## config.mk

```make
export PLATFORM = sky130hd
export DESIGN_NAME = simple_uart_tx_feeder
export DESIGN_NICKNAME = d
export VERILOG_FILES = /design/src/rtl/simple_uart_tx_feeder_pkg.sv /design/src/rtl/simple_uart_fifo.sv /design/src/rtl/simple_uart_tx_feeder.sv
export SDC_FILE = /design/constraint.sdc
export NUM_CORES = 1
export LEC_CHECK = 0
export CORE_ASPECT_RATIO = 0.6
export CORE_UTILIZATION = 50
export CTS_CLUSTER_SIZE = 24
export DETAILED_ROUTE_END_ITERATION = 10
export GPL_ROUTABILITY_DRIVEN = 0
export PLACE_DENSITY = 0.7
export SKIP_LAST_GASP = 1
export SLEW_MARGIN = 40
export SYNTH_ARGS = -nofsm -noshare
export SYNTH_HDL_FRONTEND = slang
export SYNTH_HIERARCHICAL = 1
export SYNTH_SLANG_ARGS = --single-unit
```

## constraint.sdc

```tcl
create_clock -name clock -period 10.04 [get_ports clock]
set_clock_uncertainty 0.15 [all_clocks]
set_input_delay 2.008 -clock clock [delete_from_list [all_inputs] [get_ports clock]]
set_output_delay 2.008 -clock clock [all_outputs]
set_load 0.05 [all_outputs]
```

## src/rtl/simple_uart_tx_feeder_pkg.sv

```systemverilog
// Shared definitions for the simple_uart transmit feeder: frame geometry,
// FSM state encoding and a helper that derives the frame spacing in clocks.
package simple_uart_tx_feeder_pkg;

  // One UART frame: start bit, eight data bits, stop bit.
  localparam int UART_FRAME_BITS = 10;

  // Feeder pacing states; encodings are shared with simple_uart and the RX side.
  typedef enum logic {
    ST_IDLE = 1'b0,
    ST_WAIT = 1'b1
  } feeder_state_t;

  // Clocks between consecutive writes into simple_uart (one frame plus guard).
  function automatic int frame_cycles(input int sys_freq, input int baud, input int guard);
    return UART_FRAME_BITS * (sys_freq / baud) + guard;
  endfunction

endpackage

```

## src/rtl/simple_uart_fifo.sv

```systemverilog
// Synchronous show-ahead FIFO used by the UART transmit feeder.
// Level is a dedicated counter (0..DEPTH) so full and empty are never ambiguous.
// Pushes while full and pops while empty are ignored; flush clears everything
// at the next edge and drops any push in that cycle.
module simple_uart_fifo #(
  parameter int WIDTH      = 8,
  parameter int DEPTH_LOG2 = 4
) (
  input  logic                  clock,
  input  logic                  arst,
  input  logic                  flush,
  input  logic                  push,
  input  logic [WIDTH-1:0]      din,
  input  logic                  pop,
  output logic [WIDTH-1:0]      dout,
  output logic [DEPTH_LOG2:0]   level
);

  localparam int DEPTH = 1 << DEPTH_LOG2;
  localparam logic [DEPTH_LOG2:0]   FULL_LEVEL = (DEPTH_LOG2+1)'(DEPTH);
  localparam logic [DEPTH_LOG2:0]   LVL_ONE    = (DEPTH_LOG2+1)'(1);
  localparam logic [DEPTH_LOG2-1:0] PTR_ONE    = DEPTH_LOG2'(1);

  logic [WIDTH-1:0]      mem [DEPTH];
  logic [DEPTH_LOG2-1:0] wr_ptr;
  logic [DEPTH_LOG2-1:0] rd_ptr;
  logic                  do_push;
  logic                  do_pop;

  assign do_push = push & (level != FULL_LEVEL) & ~flush;
  assign do_pop  = pop & (level != '0);
  assign dout    = mem[rd_ptr];

  // Storage array: written on an accepted push, never reset.
  always_ff @(posedge clock) begin
    if (do_push) begin
      mem[wr_ptr] <= din;
    end
  end

  // Pointers wrap naturally at DEPTH; level tracks occupancy and flush empties the queue.
  always_ff @(posedge clock or posedge arst) begin
    if (arst) begin
      wr_ptr <= '0;
      rd_ptr <= '0;
      level  <= '0;
    end else if (flush) begin
      wr_ptr <= '0;
      rd_ptr <= '0;
      level  <= '0;
    end else begin
      if (do_push) begin
        wr_ptr <= wr_ptr + PTR_ONE;
      end
      if (do_pop) begin
        rd_ptr <= rd_ptr + PTR_ONE;
      end
      case ({do_push, do_pop})
        2'b10:   level <= level + LVL_ONE;
        2'b01:   level <= level - LVL_ONE;
        default: level <= level;
      endcase
    end
  end

endmodule

```

## src/rtl/simple_uart_tx_feeder.sv

```systemverilog
// Upstream stage of simple_uart. Buffers bytes from a valid/ready producer
// and paces them onto tx_value/tx_value_write. simple_uart has no ready
// output, so writes are spaced by one full frame time plus a guard interval.
module simple_uart_tx_feeder
  import simple_uart_tx_feeder_pkg::*;
#(
  parameter int SYSTEM_FREQ     = 50_000_000,
  parameter int BAUD_RATE       = 9600,
  parameter int GUARD_CYCLES    = 16,
  parameter int FIFO_DEPTH_LOG2 = 4
) (
  input  logic                      clock,
  input  logic                      arst,
  input  logic [7:0]                in_data,
  input  logic                      in_valid,
  output logic                      in_ready,
  input  logic                      flush,
  output logic [7:0]                tx_value,
  output logic                      tx_value_write,
  output logic [FIFO_DEPTH_LOG2:0]  fifo_level,
  output logic                      busy
);

  localparam int FRAME_CYCLES = frame_cycles(SYSTEM_FREQ, BAUD_RATE, GUARD_CYCLES);
  localparam int CNT_W        = $clog2(FRAME_CYCLES + 1);
  localparam logic [CNT_W-1:0] FRAME_LOAD = CNT_W'(FRAME_CYCLES - 1);
  localparam logic [CNT_W-1:0] CNT_ONE    = CNT_W'(1);
  localparam logic [FIFO_DEPTH_LOG2:0] FULL_LEVEL =
    (FIFO_DEPTH_LOG2+1)'(1 << FIFO_DEPTH_LOG2);

  feeder_state_t    state;
  logic [CNT_W-1:0] frame_count;
  logic [7:0]       fifo_head;
  logic             fifo_empty;
  logic             fifo_full;
  logic             push;
  logic             issue;

  assign fifo_empty = (fifo_level == '0);
  assign fifo_full  = (fifo_level == FULL_LEVEL);

  // Ready depends only on stored level and flush, never on in_valid.
  assign in_ready = ~fifo_full & ~flush;
  assign push     = in_valid & in_ready;

  // A byte leaves the FIFO when idle, or exactly when the previous frame's countdown expires.
  assign issue = ~fifo_empty & ((state == ST_IDLE) | (frame_count == '0));

  assign busy = ~fifo_empty | (state == ST_WAIT);

  simple_uart_fifo #(
    .WIDTH      (8),
    .DEPTH_LOG2 (FIFO_DEPTH_LOG2)
  ) u_fifo (
    .clock (clock),
    .arst  (arst),
    .flush (flush),
    .push  (push),
    .din   (in_data),
    .pop   (issue),
    .dout  (fifo_head),
    .level (fifo_level)
  );

  // Pacing FSM: registers the issued byte, pulses the write strobe and times the frame.
  always_ff @(posedge clock or posedge arst) begin
    if (arst) begin
      state          <= ST_IDLE;
      frame_count    <= '0;
      tx_value       <= '0;
      tx_value_write <= 1'b0;
    end else begin
      tx_value_write <= 1'b0;
      case (state)
        ST_IDLE: begin
          if (issue) begin
            tx_value       <= fifo_head;
            tx_value_write <= 1'b1;
            frame_count    <= FRAME_LOAD;
            state          <= ST_WAIT;
          end
        end
        ST_WAIT: begin
          if (issue) begin
            tx_value       <= fifo_head;
            tx_value_write <= 1'b1;
            frame_count    <= FRAME_LOAD;
          end else if (frame_count == '0) begin
            state <= ST_IDLE;
          end else begin
            frame_count <= frame_count - CNT_ONE;
          end
        end
        default: begin
          state <= ST_IDLE;
        end
      endcase
    end
  end

endmodule

```

==> metrics.yaml <==
placed_design:
  dp_hpwl_mm: 10.3
  pre_cts_slack_ns: 4.00
  port_buffers: 27
  place_inst: 632
  placed_area_um2: 7700
setup_path:
  crit_arrival_ns: 3.88
  r2r_end: "u_fifo/level[4]"
  crit_path_end: "in_ready"
  ff2ff_path_depth: 14
  criticalPathCategory: "primary input to output port"
  critPathRequiredTime_ns: 7.88
  cp-end-kind: "output port"
  reg2reg_from: "frame_count[0]"
  crit_fanout: 19
  cp-startpoint: "flush"
  crit_path_start_kind: "primary input"
  reg2reg_slack_ns: 5.50
die:
  placementRows: 33
  io_pins: 28
  dieArea_um2: 15100
  dieHeight_um: 95.5
  initial_utilization_pct: 52.3
  fp.dieW_um: 158
  core_area_um2: 14000
layout:
  fin_util_pct: 59.7
  diodes: 0
  layout.nets: 480
  layout-drive-gt1-share_pct: 22.2
  final_area_um2: 8330
  syn_to_final_growth_pct: 14.3
  finalNonFillerCells: 664
logic_synthesis:
  syn-num-nets: 454
  yosysSeqAreaShare_pct: 66.1
  ys_warn_count: 6
  ys_ff_latch: 167
  syn_area_um2: 7290
  async_flop_share_pct: 23.4
  syn_area_per_cell_um2: 16.8
  synth_edf_count: 128
  synth_flop_cell: "edfxtp_1"
  synth_cell_types: 60
  synthCells: 433
routing:
  drc: 0
  finalWirelength_mm: 15.5
  viasPerCell: 6.17
  ant_nets: 0
  drtIter0Drc: 367
  drt-pass1-iter-count: 5
  wire_per_inst_um: 23.4
  vias: 4097
sta:
  worst_pin_slew_ns: 0.850
  rsz0062_at_grt: "no"
  maxSlewViolCount: 0
  hold_viol: 0
  fin_crit_sh_pct: 60.1
  period_minus_slack_ns: 6.03
  setup_tns_ns: 0
  hold_ws_ns: 0.366
  setup_viol: 0
  setup_ws_ns: 4.01
  fmax_mhz: 166
  relSlewSlack_pct: 43.2
clocking:
  cts_buffers: 17
  cts.sinks: 167
  cts-root-buf: "clkbuf_16"
  clkTransAtPathRegs_ns: 0.07
  cts_tree: "done"
  cts_htree_levels: 4
  ctsResizeCount: 0
  worstSkewPairLatency_ns: 0.43
  post_cts_buffers: 0
  cts_hold_buf: 0
  clk_path_buf_depth: 2
global_route:
  antenna_found_initial: 1
  grt_pass1_vias: 3894
  grt-ovfl-total: 0
  grt_pass1_wl_mm: 23.8
  grt_max_degree: 36
  grt_usage_pct: 22.8
run:
  drv_cap: 0
pwr:
  power_mw: 1.69
  leakage_nw: 2.81
  ir_drop_mv: 0.126
  powerDensity_nw_per_um2: 203
status:
  status: "completed"
hold_path:
  hp-class: "flop to flop"
[state kept, by name, summed over array words and instances, names as in the netlist]
name            cells
u_fifo/level        5
state               1
u_fifo/wr_ptr       4
frame_count        16
tx_value            8
u_fifo/rd_ptr       4
u_fifo/mem        128
tx_value_write      1
[layer usage]
layer	global-route usage (%)	routed length, µm	vias up	part of all wire [%]
li1	-	-	1785	-
met1	37.0	7830	2131	50
met2	30.0	6560	168	42
met3	5.41	1010	13	6.5
met4	6.23	123	0	0.79
met5	0	0	-	0
[cell usage in the layout, fill, tap and decap left out, types with 4 or more instances in the layout]
cell	count
or3_1	4
clkbuf_16	17
mux2_4	8
a31oi_1	5
inv_1	16
a211oi_1	4
inv_6	4
nand3_1	8
o21ai_0	5
nand4_1	10
dfrtp_1	38
o221a_2	4
mux4_2	40
nor3_1	7
edfxtp_1	128
a21oi_1	8
clkdlybuf4s50_1	27
inv_8	5
xor2_1	6
and4_1	4
ha_1	9
nand2_1	11
nor2_1	37
[synth_stat cells, types with 4 or more instances]
| master | count | area (µm²) |
|---|---|---|
| a211oi_1 | 4 | 30.0 |
| a21oi_1 | 9 | 45.0 |
| a31oi_1 | 5 | 31.3 |
| and4_1 | 4 | 35.0 |
| buf_2 | 9 | 45.0 |
| clkbuf_1 | 9 | 33.8 |
| dfrtp_1 | 39 | 976 |
| edfxtp_1 | 128 | 3840 |
| ha_1 | 9 | 113 |
| inv_1 | 17 | 63.8 |
| mux2_4 | 8 | 120 |
| mux4_2 | 40 | 901 |
| nand2_1 | 11 | 41.3 |
| nand3_1 | 8 | 40.0 |
| nand4_1 | 10 | 62.6 |
| nor2_1 | 37 | 139 |
| nor3_1 | 7 | 35.0 |
| o21ai_0 | 5 | 25.0 |
| o221a_2 | 4 | 45.0 |
| or3_1 | 4 | 25.0 |
| xor2_1 | 6 | 52.6 |
[critical path, stage by stage]
cell             delay [ns]
clkdlybuf4s50_1        0.74
a21oi_1                0.29
clkdlybuf4s50_1        0.83
[worst min path at each step]
| stage | from | end | slack (ns) | depth (start not counted) |
|---|---|---|---|---|
| after CTS | tx_value[4] | tx_value[4] | 0.37 | 1 |
| after global placement | tx_value[6] | tx_value[6] | 0.35 | 1 |
| after detailed placement | tx_value[4] | tx_value[4] | 0.35 | 1 |
| after global routing | tx_value[7] | tx_value[7] | 0.38 | 1 |
| final | tx_value[4] | tx_value[4] | 0.37 | 1 |
| after floorplan | frame_count[15] | frame_count[15] | 0.39 | 1 |
[cell type report]
class	count	area (µm²)
Fill cell	1056	5620
Sequential cell	167	4820
Multi-Input combinational cell	226	2290
Clock buffer	17	425
Timing Repair Buffer	29	285
Tap cell	192	240
Clock inverter	15	201
Inverter	18	67.6
[logic make-up after synthesis]
family          share of synthesized area, %
xor+xnor                                1.08
flops                                   66.1
mux                                     14.4
buf+inv                                 2.54
simple gates                            8.49
fa+ha+maj                               1.54
compound gates                          5.83
[where the power goes]
part | total (mW) | internal, mW | switching, mW | leakage [nW]
Combinational | 0.179 | 0.0777 | 0.101 | 0.865
Sequential | 0.825 | 0.777 | 0.0485 | 1.63
Clock | 0.686 | 0.383 | 0.303 | 0.308
Total | 1.69 | 1.24 | 0.453 | 2.81
No activity file was read; power rests on OpenSTA's default activity.
